## src/rtl/load_align_unit.sv

```systemverilog
// Sequential load aligner: one or two aligned bus reads, byte merge, zero/sign extend.
// Define LOAD_ALIGN_SPLIT_EN to service misaligned and word-crossing loads.
module load_align_unit #(
  parameter int DW = 32,
  parameter int AW = 32
) (
  input  logic          clk,
  input  logic          reset_n,
  input  logic          req_valid,
  output logic          req_ready,
  input  logic [AW-1:0] req_addr,
  input  logic [2:0]    req_op,
  output logic          mem_req_valid,
  input  logic          mem_req_ready,
  output logic [AW-1:0] mem_req_addr,
  input  logic          mem_rsp_valid,
  input  logic [DW-1:0] mem_rsp_data,
  output logic          rsp_valid,
  input  logic          rsp_ready,
  output logic [DW-1:0] rsp_data,
  output logic [1:0]    rsp_err
);

  localparam int NB = DW / 8;
  localparam int OB = $clog2(NB);
  localparam logic [OB+1:0] NBV = NB[OB+1:0];

  typedef enum logic [2:0] {
    IDLE, REQ0, WAIT0, REQ1, WAIT1, RESP
  } state_t;

  state_t state, state_n;

  logic [OB-1:0] off_q;
  logic [1:0]    sz_q;
  logic          sgn_q;
  logic          cross_q;
  logic [DW-1:0] beat0;

  logic [OB-1:0] off;
  logic [1:0]    d_sz;
  logic          d_sgn;
  logic          d_ill;
  logic          d_cross;
  logic [OB+1:0] d_nb;
  logic [1:0]    d_err;

  function automatic logic [OB+1:0] nbytes(input logic [1:0] sz);
    unique case (sz)
      2'd0:    return 1;
      2'd1:    return 2;
      2'd2:    return 4;
      default: return NBV;
    endcase
  endfunction

  assign off = req_addr[OB-1:0];

  // sz: 0 byte, 1 half, 2 word, 3 full bus width
  always_comb begin
    d_sz  = 2'd0;
    d_sgn = 1'b0;
    d_ill = 1'b0;
    case (req_op)
      3'b000: d_sz = 2'd3;
      3'b001: d_sz = 2'd0;
      3'b010: begin d_sz = 2'd0; d_sgn = 1'b1; end
      3'b011: d_sz = 2'd1;
      3'b100: begin d_sz = 2'd1; d_sgn = 1'b1; end
      3'b101: begin d_sz = 2'd2; d_ill = (DW != 64); end
      3'b110: begin d_sz = 2'd2; d_sgn = 1'b1; d_ill = (DW != 64); end
      default: d_ill = 1'b1;
    endcase
    d_nb = nbytes(d_sz);
`ifdef LOAD_ALIGN_SPLIT_EN
    d_cross = ({2'b00, off} + d_nb) > NBV;
    d_err   = d_ill ? 2'b10 : 2'b00;
`else
    // misaligned loads trap; a crossing load is always misaligned
    d_cross = 1'b0;
    d_err   = d_ill ? 2'b10 :
              ((({2'b00, off} & (d_nb - 1'b1)) != '0) ? 2'b01 : 2'b00);
`endif
  end

  logic [DW-1:0]   lo, hi, raw, mask, merged;
  logic [2*DW-1:0] shifted;
  logic            sb;

  always_comb begin
    lo = (state == WAIT1) ? beat0 : mem_rsp_data;
    hi = (state == WAIT1) ? mem_rsp_data : '0;
    shifted = {hi, lo} >> {off_q, 3'b000};
    raw = shifted[DW-1:0];
    unique case (sz_q)
      2'd0:    mask = DW'(8'hFF);
      2'd1:    mask = DW'(16'hFFFF);
      2'd2:    mask = DW'(32'hFFFF_FFFF);
      default: mask = '1;
    endcase
    sb = |(raw & mask & ~(mask >> 1));
    merged = (raw & mask) | ((sgn_q && sb) ? ~mask : '0);
  end

  always_comb begin
    state_n = state;
    unique case (state)
      IDLE:  if (req_valid) state_n = (d_err != 2'b00) ? RESP : REQ0;
      REQ0:  if (mem_req_ready) state_n = WAIT0;
      WAIT0: if (mem_rsp_valid) state_n = cross_q ? REQ1 : RESP;
      REQ1:  if (mem_req_ready) state_n = WAIT1;
      WAIT1: if (mem_rsp_valid) state_n = RESP;
      RESP:  if (rsp_ready) state_n = IDLE;
      default: state_n = IDLE;
    endcase
  end

  assign req_ready     = (state == IDLE);
  assign mem_req_valid = (state == REQ0) || (state == REQ1);
  assign rsp_valid     = (state == RESP);

  always_ff @(posedge clk or negedge reset_n) begin
    if (!reset_n) begin
      state        <= IDLE;
      off_q        <= '0;
      sz_q         <= '0;
      sgn_q        <= 1'b0;
      cross_q      <= 1'b0;
      beat0        <= '0;
      mem_req_addr <= '0;
      rsp_data     <= '0;
      rsp_err      <= 2'b00;
    end else begin
      state <= state_n;
      unique case (state)
        IDLE: if (req_valid) begin
          off_q        <= off;
          sz_q         <= d_sz;
          sgn_q        <= d_sgn;
          cross_q      <= d_cross;
          mem_req_addr <= {req_addr[AW-1:OB], {OB{1'b0}}};
          rsp_data     <= '0;
          rsp_err      <= d_err;
        end
        WAIT0: if (mem_rsp_valid) begin
          beat0 <= mem_rsp_data;
          if (cross_q) mem_req_addr <= mem_req_addr + AW'(NB);
          else         rsp_data <= merged;
        end
        WAIT1: if (mem_rsp_valid) rsp_data <= merged;
        default: ;
      endcase
    end
  end

endmodule

```

## config.mk

```make
export PLATFORM = sky130hd
export DESIGN_NAME = load_align_unit
export DESIGN_NICKNAME = d
export VERILOG_FILES = /design/src/rtl/load_align_unit.sv
export SDC_FILE = /design/constraint.sdc
export NUM_CORES = 1
export LEC_CHECK = 0
export BUFFER_PORTS_ARGS = -buffer_cell sky130_fd_sc_hd__buf_2
export CAP_MARGIN = 20
export CORE_MARGIN = 3
export CORE_UTILIZATION = 53
export DETAILED_ROUTE_END_ITERATION = 12
export PLACE_DENSITY = 0.9
export SETUP_SLACK_MARGIN = 0.15
export SYNTH_ARGS = -nofsm -noshare
export SYNTH_HDL_FRONTEND = slang
export SYNTH_SLANG_ARGS = --single-unit
```

## constraint.sdc

```tcl
create_clock -name clk -period 2.9 [get_ports clk]
set_clock_uncertainty 0.1 [all_clocks]
set_input_delay 0.87 -clock clk [delete_from_list [all_inputs] [get_ports clk]]
set_output_delay 0.87 -clock clk [all_outputs]
set_load 0.05 [all_outputs]
```

* Word level (Yosys, flattened, before mapping)
Cells that the tools add are included.
** Cells by class
- Add/subtract/negate cells :: 1
- Equality and inequality tests :: 19
- Shift-type cells :: 1
- Multiplexer cells :: 21
- Bitwise logic cells :: 7
- Reductions and logical operators :: 21
** Operators with widths (number)
- two-way mux 32 bit :: 7
- one-hot mux 32 bit (2 select lines) :: 2
- bitwise AND 32 bit :: 2
- right shift 64 x 5 -> 32 bit :: 1
- inverter 31 -> 32 bit :: 1
- inverter 32 bit :: 1
- bitwise OR 32 bit :: 1
- OR reduction 32 bit :: 1
- two-way mux 3 bit :: 6
- equality test 3 bit (second input constant) :: 5
- one-hot mux 3 bit (5 select lines) :: 1
- equality test 3 x 2 -> 1 bit (second input constant) :: 4
- != test 2 bit (second input constant) :: 5
- AND reduction 4 bit :: 2
- equality test 3 x 1 -> 1 bit (second input constant) :: 2
- zero test 3 bit :: 2
- one-hot mux 2 bit (3 select lines) :: 1
- one-hot mux 3 bit (2 select lines) :: 1
- AND reduction 6 bit :: 1
- OR reduction 2 bit :: 3
- OR reduction 5 bit :: 1
- bitwise AND 2 x 4 -> 4 bit :: 1
- equality test 2 x 1 -> 1 bit (second input constant) :: 2
- zero test 2 bit :: 2
- other kinds (12) :: 15
** Storage, ports and cells
- Flip-flop bits (word level) :: 106
- Output and inout port bits :: 69
- Word-level logic and storage cells :: 78

* Depth between registers and ports, before layout
- Depth in word-level cells :: 14
- Gate-level depth with buffers :: 10
- Gate-level depth less buffers :: 5

* Least setup slack after synthesis
OpenSTA, ideal clock, no wires.
- Kind :: register -> register
- Start :: register state[2]
- End :: register mem_req_addr[12]
- Setup time :: 0.066 ns
- Data arrival time :: 2.707 ns
- Data required time :: 2.734 ns
- Slack :: 0.026 ns
- Cell stages (with the launch flop) :: 8
- Buffers on the path :: 3
- Path through :: dfrtp_1 -> clkbuf_1 -> nor3_1 -> and2_1 -> clkbuf_1 -> buf_1 -> nand2_1 -> nand2_1
** Between the ends
- Cells in the longest elaborated chain, start to end :: 3
- Elaborated cells on any way between the ends :: 7
- Classes of those cells :: eq/ne: 3; bitwise: 1; reduce/logical: 3
** RTL lines
- start: declaration :: line 32 : state_t state, state_n;
- start signal: assignment :: line 134 : state <= state_n;
- zero test 3 bit *
- net req_ready :: line 10 : output logic req_ready,
- != test 2 bit (no line) / nonzero test 2 bit (equally long branches)
- AND reduction 4 bit (no line) *
- end signal: assignment :: line 141 : mem_req_addr <= {req_addr[AW-1:OB], {OB{1'b0}}};
- end signal: assignment :: line 147 : if (cross_q) mem_req_addr <= mem_req_addr + AW'(NB);
- end: declaration :: line 15 : output logic [AW-1:0] mem_req_addr,
Mark *: on every way through the listed nets, which the timed path passes. The rest lies on a longest branch.
A chain may end at the register's enable or synchronous reset.

* Worst setup path in the final report
- Start :: register state[1]
- End :: output rsp_valid
** Between the ends
- Cells in the longest elaborated chain, start to end :: 1
** RTL lines
- equality test 3 bit :: line 120 : assign rsp_valid = (state == RESP);
- end: declaration :: line 18 : output logic rsp_valid,
Every way passes these cells.

==> results.txt <==
status -> complete, no violations
Horiz. Die Dim -> 107.5 um
cells along the critical path -> buf_4, nor2b_1, and2_1, buf_2
dominant cell type by area after synthesis -> dfrtp_1
Avg Cell Area, Syn -> 10.31 um^2
Post-CTS Setup Inserts -> 0
largest family of logic cells by synthesized area -> multiplexers
post-CTS resize count -> 0
global-route wire length before repair -> 23.25 mm
crit path DAT -> 1.57 ns
Synth async-reset ratio -> 1.000
number of core rows -> 36
worst-path maximum fanout -> 10
Vias/cell -> 5.939
r2r setup slk -> 0.37 ns
Post-route DRC -> 0
Post-DP HPWL -> 10.25 mm
antenna-violating nets left -> 0
die height -> 107.5 um
Peak VDD IR -> 0.0006379 V
Synth Cell Area -> 5465 um^2
initial core utilization -> 0.5515
Final setup violation count -> 0
Final min period -> 2.537 ns
synthesized netlist cell count -> 530
router iterations before antenna repair -> 5
dpl cells -> 776
TritonCTS clock tree -> done
CTS root buf -> clkbuf_8
Post-CTS Hold Buffers -> 0
worst setup margin -> 0.3634 ns
Synth Register Bits -> 104
xor/xnor share of the synthesized area -> 0.003205
routed vias -> 4704
adder-cell share of the synthesized area -> 0
post-synth top area share -> 0.4762
mux contribution to synthesized area -> 0.2163
Overflow after GRT -> 0
register area share after synthesis -> 0.4762
Setup crit end kind -> output pin
largest cells by area after synthesis -> dfrtp_1 48%, mux2i_1 9.9%, nand2_1 9.2%
relative slew slack -> 0.4266
number of global-route vias before repair -> 4729
Setup CP Type -> reg -> out
Max Fclk -> 394.2 MHz
clock slew at reported path FFs -> 0.09 ns
Layout Cells excl Fill -> 792
distinct cell type count after synthesis -> 47
CP max stage delay -> 0.42 ns
Clock H-tree levels -> 3
CTS Buf Count -> 9
DRT iter0 DRCs -> 528
PD cells -> 1196 nW/um^2
Post-synth EDFFs -> 0
area of the die -> 11570 um^2
nets -> 727
HP Class -> in -> async
final hold viol count -> 0
Max-Cap Viols -> 0
Post-Route Setup TNS -> 0 ns
Ant. Diodes -> 0
Crit-path slowest cell -> dfrtp_1
I/O Buffers -> 139
top_reg_cell synth -> dfrtp_1
Place WS -> 0.2419 ns
Sink Count -> 104
largest net degree at the start of global routing -> 72
Post-Route WL -> 14.13 mm
Ys Warns -> 0
GPL Wtd Cong -> 0.8430
worst slew pin tran -> 0.8581 ns
Crit path required time -> 1.93 ns
layout cells sized above 1 -> 0.3429
final max-slew violation count -> 0
fin crit share -> 0.8747
P&R area growth vs syn -> 17.67%
Synth Area in Compound Gates -> 0.1110
Ports -> 142
Longest Clk Path Bufs -> 2
LEAKAGE -> 0.003230 uW
GRT Util Overall -> 0.2513
core footprint -> 9910 um^2
antenna violations before repair -> 0
later-pin clock latency in the skew report -> 0.37 ns
RSZ-0062 raised after global routing -> no
crit path launch type -> flop
WL/cell -> 17.84 um
Simple-Gate Fraction of Synth Area -> 0.1500
[kinds of logic after synthesis]
kind of cell              count (synthesis)
AOI/OAI and AO/OA                        78
xor gates and xnor gates                  2
buffers and inverters                    49
DFF                                     104
muxes                                   104
other                                     1
and+or+nand+nor                         192
[cells in the mapped netlist, drive strengths merged (7+ instances only)]
library cell,instances
inv,8
o21ai,15
mux2i,54
mux4,7
nand3,14
a22o,8
nand2,134
mux2,43
clkbuf,18
a222oi,15
nor2,18
buf,23
o211ai,9
dfrtp,104
[registers in the layout, summed over array words and instances, names as in the netlist]
name / cells
beat0: 32
mem_req_addr: 30
off_q: 2
rsp_data: 32
rsp_err: 2
sgn_q: 1
state: 3
sz_q: 2
[path summary, 6_finish.rpt]
path                       cells past startpoint                    startpoint                            to
min reg2reg                                    2  mem_req_addr[13]$_DFFE_PN0P_  mem_req_addr[13]$_DFFE_PN0P_
min                                            1                       reset_n   mem_req_addr[9]$_DFFE_PN0P_
max                                            4          state[1]$_DFFE_PN0P_                     rsp_valid
min in group clk                               2  mem_req_addr[13]$_DFFE_PN0P_  mem_req_addr[13]$_DFFE_PN0P_
max reg2reg                                    6          state[1]$_DFFE_PN0P_      rsp_data[25]$_DFFE_PN0P_
max in group asynchronous                      2                       reset_n  mem_req_addr[29]$_DFFE_PN0P_
[worst max-delay path: cells and delay by family, from the launching register on]
kind	cells	cell delay, ns
buffers and inverters	2	0.45
and+or+nand+nor	2	0.32
DFF	1	0.42
[where the power goes]
| part | total (uW) | internal, uW | switching (uW) | leakage, uW |
|---|---|---|---|---|
| clock network | 805 | 317 | 488 | 0.0000810 |
| registers | 2550 | 2090 | 464 | 0.00131 |
| logic | 4330 | 1450 | 2880 | 0.00184 |
[routing by layer]
layer / vias to the layer above / GRT usage / wire length [um]
li1: 2129 / - / -
met1: 2281 / 0.3155 / 5357
met2: 254 / 0.4272 / 7102
met3: 40 / 0.05279 / 1296
met4: 0 / 0.09468 / 373
met5: - / 0 / 0
[layout by cell type (no fill, tap or decap), types with 2 or more instances in the layout]
cell type  netlist  layout
a31oi_1          2       2
o31ai_1          3       3
and2_1           3       3
o211ai_1         8       8
a32oi_1          4       4
buf_2           12     138
o21ai_0         15      15
o21a_1           2       2
inv_1            8       8
nand2b_1         3       3
dfrtp_1        104     103
xor2_1           2       2
mux2_2          43      43
a222oi_1        15      15
or2_2            3       3
nand4_1          3       3
mux2i_1         54      54
buf_4            5      14
clkbuf_1        18       3
nor3_1           3       2
a21oi_1          4       4
mux4_2           7       7
o2bb2ai_1        2       2
nor2b_1          5       5
conb_1           1       2
clkbuf_8         0       9
nand2_1        134     134
a22oi_1          5       5
nand3b_1         2       2
o22a_1           2       2
a22o_1           8       8
nand3_1         13      13
nor2_1          18      18
[metrics by stage]
step	area [um^2]	util	hold WS [ns]	total power, uW
after CTS	6431	0.6490	0.1807	7691
after detailed placement	6266	0.6323	0.3573	6873
after global placement	6266	0.6323	0.3543	6702
after floorplan	5474	-	0.3752	5838
after global routing	6431	0.6490	0.1790	8145
final	6431	0.6490	0.1877	7690
[area by class of cell]
type | instances | area, um^2
clock buffer | 12 | 135.1
sequential | 104 | 2604
timing repair buffer | 153 | 815.8
clock inverter | 4 | 30.03
tap | 133 | 166.4
multi-input combinational | 378 | 2650
fill | 799 | 3478
inverter | 8 | 30.03
No activity file was read; power rests on OpenSTA's default activity.
